==> config.mk <==
export PLATFORM = sky130hd
export DESIGN_NAME = seg_scan_mux
export DESIGN_NICKNAME = d
export VERILOG_FILES = /design/src/rtl/seg_scan_pkg.sv /design/src/rtl/seg_scan_mux_scan_timer.sv /design/src/rtl/seg_scan_mux.sv
export SDC_FILE = /design/constraint.sdc
export NUM_CORES = 1
export LEC_CHECK = 0
export BUFFER_PORTS_ARGS = -buffer_cell sky130_fd_sc_hd__clkbuf_2
export CORE_ASPECT_RATIO = 0.9
export CORE_MARGIN = 3
export CORE_UTILIZATION = 35
export DETAILED_ROUTE_END_ITERATION = 8
export PLACE_DENSITY_LB_ADDON = 0.05
export SLEW_MARGIN = 20
export SYNTH_ARGS = -nofsm -noshare
export SYNTH_HDL_FRONTEND = slang
export SYNTH_HIERARCHICAL = 1
export SYNTH_SLANG_ARGS = --single-unit
==> constraint.sdc <==
create_clock -name clk -period 2.55 [get_ports clk]
set_input_delay 0.51 -clock clk [delete_from_list [all_inputs] [get_ports clk]]
set_output_delay 0.51 -clock clk [all_outputs]
set_load 0.1 [all_outputs]
==> src/rtl/seg_scan_pkg.sv <==
// Shared types and constants for the two-digit segment scanner.
// The optional dimming feature is enabled by defining SEG_SCAN_DIM_EN.
package seg_scan_pkg;

    typedef enum logic [1:0] {
        BLANK0 = 2'd0,
        SHOW0  = 2'd1,
        BLANK1 = 2'd2,
        SHOW1  = 2'd3
    } scan_state_e;

    localparam logic [1:0] DIG_NONE  = 2'b00;
    localparam logic [1:0] DIG0      = 2'b01;
    localparam logic [1:0] DIG1      = 2'b10;
    localparam logic [7:0] SEG_BLANK = 8'h00;

endpackage

==> src/rtl/seg_scan_mux_scan_timer.sv <==
// Slot counter for the segment scanner: counts 0..DIV_CYCLES-1 and flags
// the last blank cycle and the last cycle of the slot.
module scan_timer #(
    parameter int DIV_CYCLES   = 50000,
    parameter int BLANK_CYCLES = 16,
    localparam int CW          = $clog2(DIV_CYCLES)
) (
    input  logic          clk,
    input  logic          rst_n,
    input  logic          en,
    output logic [CW-1:0] cnt,
    output logic [CW-1:0] cnt_nxt,
    output logic          blank_done,
    output logic          slot_end
);

    localparam logic [CW-1:0] BLANK_LAST = CW'(BLANK_CYCLES - 1);
    localparam logic [CW-1:0] SLOT_LAST  = CW'(DIV_CYCLES - 1);

    assign blank_done = (cnt == BLANK_LAST);
    assign slot_end   = (cnt == SLOT_LAST);

    // cnt_nxt is exported so the owner can register outputs for the coming cycle.
    always_comb begin
        cnt_nxt = '0;
        if (en && !slot_end) begin
            cnt_nxt = cnt + CW'(1);
        end
    end

    always_ff @(posedge clk or negedge rst_n) begin
        if (!rst_n) begin
            cnt <= '0;
        end else begin
            cnt <= cnt_nxt;
        end
    end

endmodule

==> src/rtl/seg_scan_mux.sv <==
// Two-digit time-multiplexed seven-segment driver with blanking gaps and a
// per-frame input snapshot. Define SEG_SCAN_DIM_EN to add the dim input.
module seg_scan_mux
    import seg_scan_pkg::*;
#(
    parameter int DIV_CYCLES   = 50000,
    parameter int BLANK_CYCLES = 16
) (
    input  logic       clk,
    input  logic       rst_n,
    input  logic       en,
`ifdef SEG_SCAN_DIM_EN
    input  logic       dim,
`endif
    input  logic [7:0] SevenSegDig1,
    input  logic [7:0] SevenSegDig2,
    output logic [7:0] seg_out,
    output logic [1:0] dig_en,
    output logic       frame_tick
);

    localparam int CW = $clog2(DIV_CYCLES);

    scan_state_e   state;
    scan_state_e   state_nxt;
    logic          active;
    logic          run;
    logic [CW-1:0] cnt;
    logic [CW-1:0] cnt_nxt;
    logic          blank_done;
    logic          slot_end;
    logic [7:0]    snap0;
    logic [7:0]    snap1;
    logic [7:0]    snap0_nxt;
    logic [7:0]    snap1_nxt;
    logic [7:0]    seg_nxt;
    logic [1:0]    dig_nxt;
    logic          tick_nxt;
    logic          show_ok;

    // active marks that the previous cycle was enabled; the first enabled
    // cycle after reset or en=0 is held at frame start as the capture cycle.
    assign run = en & active;

    scan_timer #(
        .DIV_CYCLES  (DIV_CYCLES),
        .BLANK_CYCLES(BLANK_CYCLES)
    ) u_timer (
        .clk       (clk),
        .rst_n     (rst_n),
        .en        (run),
        .cnt       (cnt),
        .cnt_nxt   (cnt_nxt),
        .blank_done(blank_done),
        .slot_end  (slot_end)
    );

    always_ff @(posedge clk or negedge rst_n) begin
        if (!rst_n) begin
            state  <= BLANK0;
            active <= 1'b0;
        end else begin
            state  <= state_nxt;
            active <= en;
        end
    end

    always_comb begin
        state_nxt = state;
        if (!run) begin
            state_nxt = BLANK0;
        end else begin
            case (state)
                BLANK0:  if (blank_done) state_nxt = SHOW0;
                SHOW0:   if (slot_end)   state_nxt = BLANK1;
                BLANK1:  if (blank_done) state_nxt = SHOW1;
                SHOW1:   if (slot_end)   state_nxt = BLANK0;
                default: state_nxt = BLANK0;
            endcase
        end
    end

    // frame_tick is high exactly in the capture cycle, so it doubles as the load enable.
    always_ff @(posedge clk or negedge rst_n) begin
        if (!rst_n) begin
            snap0 <= SEG_BLANK;
            snap1 <= SEG_BLANK;
        end else if (frame_tick) begin
            snap0 <= SevenSegDig1;
            snap1 <= SevenSegDig2;
        end
    end

    // Forward the snapshot being loaded so a one-cycle blank still shows fresh data.
    assign snap0_nxt = frame_tick ? SevenSegDig1 : snap0;
    assign snap1_nxt = frame_tick ? SevenSegDig2 : snap1;

`ifdef SEG_SCAN_DIM_EN
    localparam logic [CW-1:0] DIM_END = CW'(BLANK_CYCLES + (DIV_CYCLES - BLANK_CYCLES) / 2);
    assign show_ok = !dim || (cnt_nxt < DIM_END);
`else
    assign show_ok = 1'b1;
`endif

    always_comb begin
        seg_nxt  = SEG_BLANK;
        dig_nxt  = DIG_NONE;
        tick_nxt = en && (!active || (state_nxt == BLANK0 && cnt_nxt == '0));
        case (state_nxt)
            SHOW0: begin
                if (show_ok) begin
                    seg_nxt = snap0_nxt;
                    dig_nxt = DIG0;
                end
            end
            SHOW1: begin
                if (show_ok) begin
                    seg_nxt = snap1_nxt;
                    dig_nxt = DIG1;
                end
            end
            default: begin
                seg_nxt = SEG_BLANK;
                dig_nxt = DIG_NONE;
            end
        endcase
    end

    always_ff @(posedge clk or negedge rst_n) begin
        if (!rst_n) begin
            seg_out    <= SEG_BLANK;
            dig_en     <= DIG_NONE;
            frame_tick <= 1'b0;
        end else begin
            seg_out    <= seg_nxt;
            dig_en     <= dig_nxt;
            frame_tick <= tick_nxt;
        end
    end

endmodule

-- Word-level counts from Yosys, hierarchy flattened
Index checks and enable logic that the tools add are counted.
- register bits after elaboration: 46
- bits of input ports: 19
- output and inout bits: 11
- logic and storage cells: 37
- add/subtract/negate cells: 1
- equal/unequal tests: 7
- muxes and demuxes: 11
- bitwise gates (word level): 1
- reductions and logical operators: 9
- operators by type and width (cell ; count):
    $add 16x1->16 const B ; 1
    $eq 16x16->1 const B ; 1
    $eq 16x4->1 const B ; 1
    $logic_not 16->1 ; 1
    $mux 16 ; 1
    $mux 8 ; 2
    $pmux 8 s2 ; 1
    $mux 2 ; 5
    $pmux 2 s4 ; 1
    $eq 2x2->1 const B ; 3
    $eq 2x1->1 const B ; 2
    $logic_not 2->1 ; 2
    $pmux 2 s2 ; 1
    $logic_and 1x1->1 ; 3
    $logic_not 1->1 ; 2
    $and 1x1->1 ; 1
    $logic_or 1x1->1 ; 1

-- Depth between registers and ports, before layout
- depth in word-level cells: 8
- mapped depth: 10

-- By module
Netlist, hierarchy kept.
- by module, submodules not included (module ; instances ; cells each ; area each (um2)):
    seg_scan_mux ; 1 ; 96 ; 1321.3
    scan_timer ; 1 ; 84 ; 818.3

-- Worst setup path before layout
No wires, ideal clock.
- path type: register to register
- start: register u_timer.cnt[10]
- end: register frame_tick
- data arrival time: 2.282 ns
- data required time: 2.446 ns
- slack: 0.164 ns
- stages on the path, launching flop included: 10
- buffers on the path: 2
- period minus slack after synthesis: 2.386 ns
- path through: dfrtp_1 -> or4_4 -> nor4_4 -> nand2b_1 -> buf_6 -> buf_6 -> nor2_1 -> nor4_1 -> nand2_1 -> o41ai_2
- cells in the longest elaborated chain, start to end: 8
- RTL lines (element ; line ; RTL):
    start: declaration ; seg_scan_mux_scan_timer.sv:11 ; output logic [CW-1:0] cnt,
    start signal: assignment ; seg_scan_mux_scan_timer.sv:35 ; cnt <= cnt_nxt;
    $eq 16x16->1 ; seg_scan_mux_scan_timer.sv:21 ; assign slot_end = (cnt == SLOT_LAST);
    named net slot_end ; seg_scan_mux.sv:31 ; logic slot_end;
    $logic_not 1->1 ; seg_scan_mux_scan_timer.sv:26 ; if (en && !slot_end) begin
    $logic_and 1x1->1 ; seg_scan_mux_scan_timer.sv:26 ;
    $mux 16 ; seg_scan_mux_scan_timer.sv:26 ;
    named net cnt_nxt[8] ; seg_scan_mux.sv:29 ; logic [CW-1:0] cnt_nxt;
    $logic_not 16->1 ; seg_scan_mux.sv:108 ; tick_nxt = en && (!active || (state_nxt == BLANK0 && cnt_nxt == '0));
    $logic_and 1x1->1 ; seg_scan_mux.sv:108 ;
    $logic_or 1x1->1 ; seg_scan_mux.sv:108 ;
    $logic_and 1x1->1 ; seg_scan_mux.sv:108 ;
    named net tick_nxt ; seg_scan_mux.sv:38 ; logic tick_nxt;
    end signal: assignment ; seg_scan_mux.sv:137 ; frame_tick <= tick_nxt;
    end: declaration ; seg_scan_mux.sv:19 ; output logic frame_tick
The timed path passes the listed nets, and every way through them passes these cells.

-- Final worst setup path
- start: register u_timer.cnt[7]
- end: register frame_tick
Same word-level chain as after synthesis.

==> results_dict.tcl <==
set metrics [dict create \
    status "complete, no violations" \
    endpoint_kind "flip-flop" \
    timing.max_cap.violations 0 \
    finalHoldViolations 0 \
    worst_ir_drop_vdd_mv 0.3056 \
    timing.critical_path.arrival_ns 2.54 \
    remaining_drc_errors 0 \
    filler_cell_count 549 \
    standby_leakage_power_uw 0.001122 \
    drt-initial-drc-count 78 \
    synth_top_flop_cell "sky130_fd_sc_hd__dfrtp_1" \
    netlist-cell-type-count 28 \
    die_area_sq_um 7089 \
    final.min_clock_period_ns 2.351 \
    post_drt_wl_per_cell_microns 14.27 \
    io_pins 30 \
    numPlacedInstances 282 \
    setup_repair_after_global_routing_missed_its_margin "no" \
    synthesis.yosys.warnings 6 \
    worstHoldPathType "input port to async pin" \
    layout.cells.non_filler 291 \
    total_power_uw 1380 \
    largest_net_degree_at_the_start_of_global_routing 22 \
    antenna_left 0 \
    syn-cell-area_sq_um 2140 \
    dieHeight_microns 80.18 \
    p_per_area_nw_per_um2 556.6 \
    gr-usage-all-layers_pct 13.01 \
    clock-sinks 46 \
    drive_above_1_share_pct 39.37 \
    sequential_share_of_the_synthesized_area_pct 53.80 \
    ctsHoldBuffers 0 \
    fp-row-count 26 \
    clk_pin_slew_worst_paths_ns 0.08 \
    port-buffer-count 29 \
    top_fanout_value_on_the_critical_path 8 \
    vias_per_cell 4.797 \
    ff_latch_count_synth 46 \
    dr_total_vias 1396 \
    post_synth_main_area_contributors "sky130_fd_sc_hd__dfrtp_1 54%, sky130_fd_sc_hd__mux2_4 7.0%, sky130_fd_sc_hd__xnor2_1 5.3%" \
    count_of_tritonroute_iterations_in_the_first_routing_pass 4 \
    antenna_found_initial 0 \
    worst-setup-path-type "flip-flop to flip-flop" \
    pre_cts_slack_ns 0.02192 \
    timing.fmax_mhz 425.4 \
    fin_tns_setup_ns 0 \
    cts_tree "yes" \
    num-nets-final 240 \
    post-route-worst-setup-slack_ns 0.1992 \
    n_antenna_cell 0 \
    mappedNetlistNets 200 \
    layout.cells.most_common "sky130_fd_sc_hd__dfrtp_1" \
    critPathLaunchType "flip-flop" \
    layout.cells.most_common_list "46 x sky130_fd_sc_hd__dfrtp_1, 29 x sky130_fd_sc_hd__nor2_1, 29 x sky130_fd_sc_hd__clkbuf_2" \
    buffer_levels_on_the_longest_clock_path 2 \
    post-dp-hpwl_microns 3035 \
    fp.dieW_microns 88.42 \
    required_ns 2.74 \
    grt_overflow_total 0 \
    place_congestion 0.8348 \
    grt_pass1_vias 1468 \
    initial_core_util_pct 36.95 \
    htree_num_levels 2 \
    synth_async_sr_flop_share_pct 100.0 \
    report.final.slew_viol_count 0 \
    root_buffer "sky130_fd_sc_hd__clkbuf_8" \
    worst_skew_pair.late_latency_ns 0.29 \
    area_overhead_vs_synth_pct 15.91 \
    first_pass_grt_wire_length_microns 7134 \
    floorplan.core_area_sq_um 5791 \
    finalClockSkew_ns 0.009408 \
    worst_pin_slew_ns 0.6882 \
    yosysTopAreaCellShare_pct 53.80 \
    finalSetupViolCount 0 \
    syn_area_per_cell_sq_um 11.89 \
    drt-total-wl_microns 4154 \
    synth_cells 180 \
    post-route-period-util_pct 92.19 \
    synth-edff-count 0 \
    slew_headroom_pct 54.12 \
    synth_top_area_cell "sky130_fd_sc_hd__dfrtp_1" \
    cts_made_buffers 5 \
]
==> cells by family after synthesis <==
family | Yosys count | synth area share (%)
AO/OA/AOI/OAI | 2 | 1.111
multiplexers | 16 | 10.18
flip-flops | 46 | 53.80
XOR/XNOR | 15 | 6.141
AND/OR/NAND/NOR | 88 | 23.51
buffers and inverters | 12 | 4.679
adder cells (fa/ha/maj) | 1 | 0.5847
==> synth_stat cells, types with 4 or more instances <==
master                     count
sky130_fd_sc_hd__buf_6         4
sky130_fd_sc_hd__dfrtp_1      46
sky130_fd_sc_hd__inv_1         5
sky130_fd_sc_hd__mux2_2        6
sky130_fd_sc_hd__mux2_4       10
sky130_fd_sc_hd__nand2_1       8
sky130_fd_sc_hd__nand2b_1      4
sky130_fd_sc_hd__nand3_1       6
sky130_fd_sc_hd__nand4_1       5
sky130_fd_sc_hd__nor2_1       29
sky130_fd_sc_hd__nor2_2       10
sky130_fd_sc_hd__nor3_1        6
sky130_fd_sc_hd__nor3_2        8
sky130_fd_sc_hd__nor4_1        5
sky130_fd_sc_hd__xnor2_1      13
==> metrics by stage <==
stage	utilization, %	cell area (sq um)	hold WS, ns
after floorplan	-	2140	0.2144
after global placement	40.88	2367	0.4253
after detailed placement	40.88	2367	0.4250
after CTS	42.50	2461	0.1100
after global routing	42.83	2480	0.1124
final	42.83	2480	0.1072
==> flip-flops by register name, indices dropped and copies added (netlist names) <==
signal	flops
dig_en	2
snap1	8
state	2
seg_out	8
snap0	8
frame_tick	1
active	1
u_timer/cnt	16
==> what timing repair did <==
action,in CTS,in global routing
buffers inserted,0,1
setup endpoints to repair,1,1
gates resized for setup,1,2
pin swaps,0,2
==> where the power goes <==
group          internal, uW  total, uW  leakage, uW  switching, uW
clock                   219        450    0.0000482            231
sequential              766        781     0.000600           14.8
combinational          73.3        150     0.000473           76.3
total                  1060       1380      0.00112            322
==> path summary, 6_finish.rpt <==
kind / startpoint / endpoint / slack [ns] / cells past startpoint
setup reg to reg: u_timer/cnt[7]$_DFF_PN0_ / frame_tick$_DFF_PN0_ / 0.20 / 8
hold / removal: rst_n / u_timer/cnt[9]$_DFF_PN0_ / 0.11 / 1
max in group asynchronous: rst_n / frame_tick$_DFF_PN0_ / 1.86 / 2
setup / recovery: u_timer/cnt[7]$_DFF_PN0_ / frame_tick$_DFF_PN0_ / 0.20 / 8
min in group clk: en / active$_DFF_PN0_ / 0.38 / 1
hold reg to reg: snap1[5]$_DFF_PN0_ / snap1[5]$_DFF_PN0_ / 0.50 / 1
==> area by class of cell <==
| class | instances | area (sq um) | share of cell area [%] |
|---|---|---|---|
| flip-flops and latches | 46 | 1151 | 46.42 |
| multi-input cells | 122 | 902.1 | 36.38 |
| clock inverters | 1 | 5.005 | 0.2018 |
| repair buffers | 39 | 220.2 | 8.880 |
| inverters | 6 | 27.53 | 1.110 |
| well taps | 70 | 87.58 | 3.532 |
| clock buffers | 7 | 86.33 | 3.481 |
==> critical path, stage by stage (launching register included) <==
cell	delay [ns]
sky130_fd_sc_hd__dfrtp_1	0.42
sky130_fd_sc_hd__or3_1	0.44
sky130_fd_sc_hd__nor4_4	0.30
sky130_fd_sc_hd__nand2b_4	0.20
sky130_fd_sc_hd__buf_4	0.15
sky130_fd_sc_hd__nor2_1	0.07
sky130_fd_sc_hd__nor4b_2	0.27
sky130_fd_sc_hd__nand2_1	0.09
sky130_fd_sc_hd__o41ai_2	0.31
==> layer usage <==
| layer | vias to the layer above | track usage [%] | routed length, microns |
|---|---|---|---|
| met5 | - | 0 | 0 |
| met2 | 31 | 19.43 | 1837 |
| met1 | 672 | 18.57 | 2089 |
| met3 | 4 | 3.590 | 201 |
| met4 | 0 | 3.172 | 27 |
| li1 | 689 | - | - |
No activity file was read; power rests on OpenSTA's default activity.
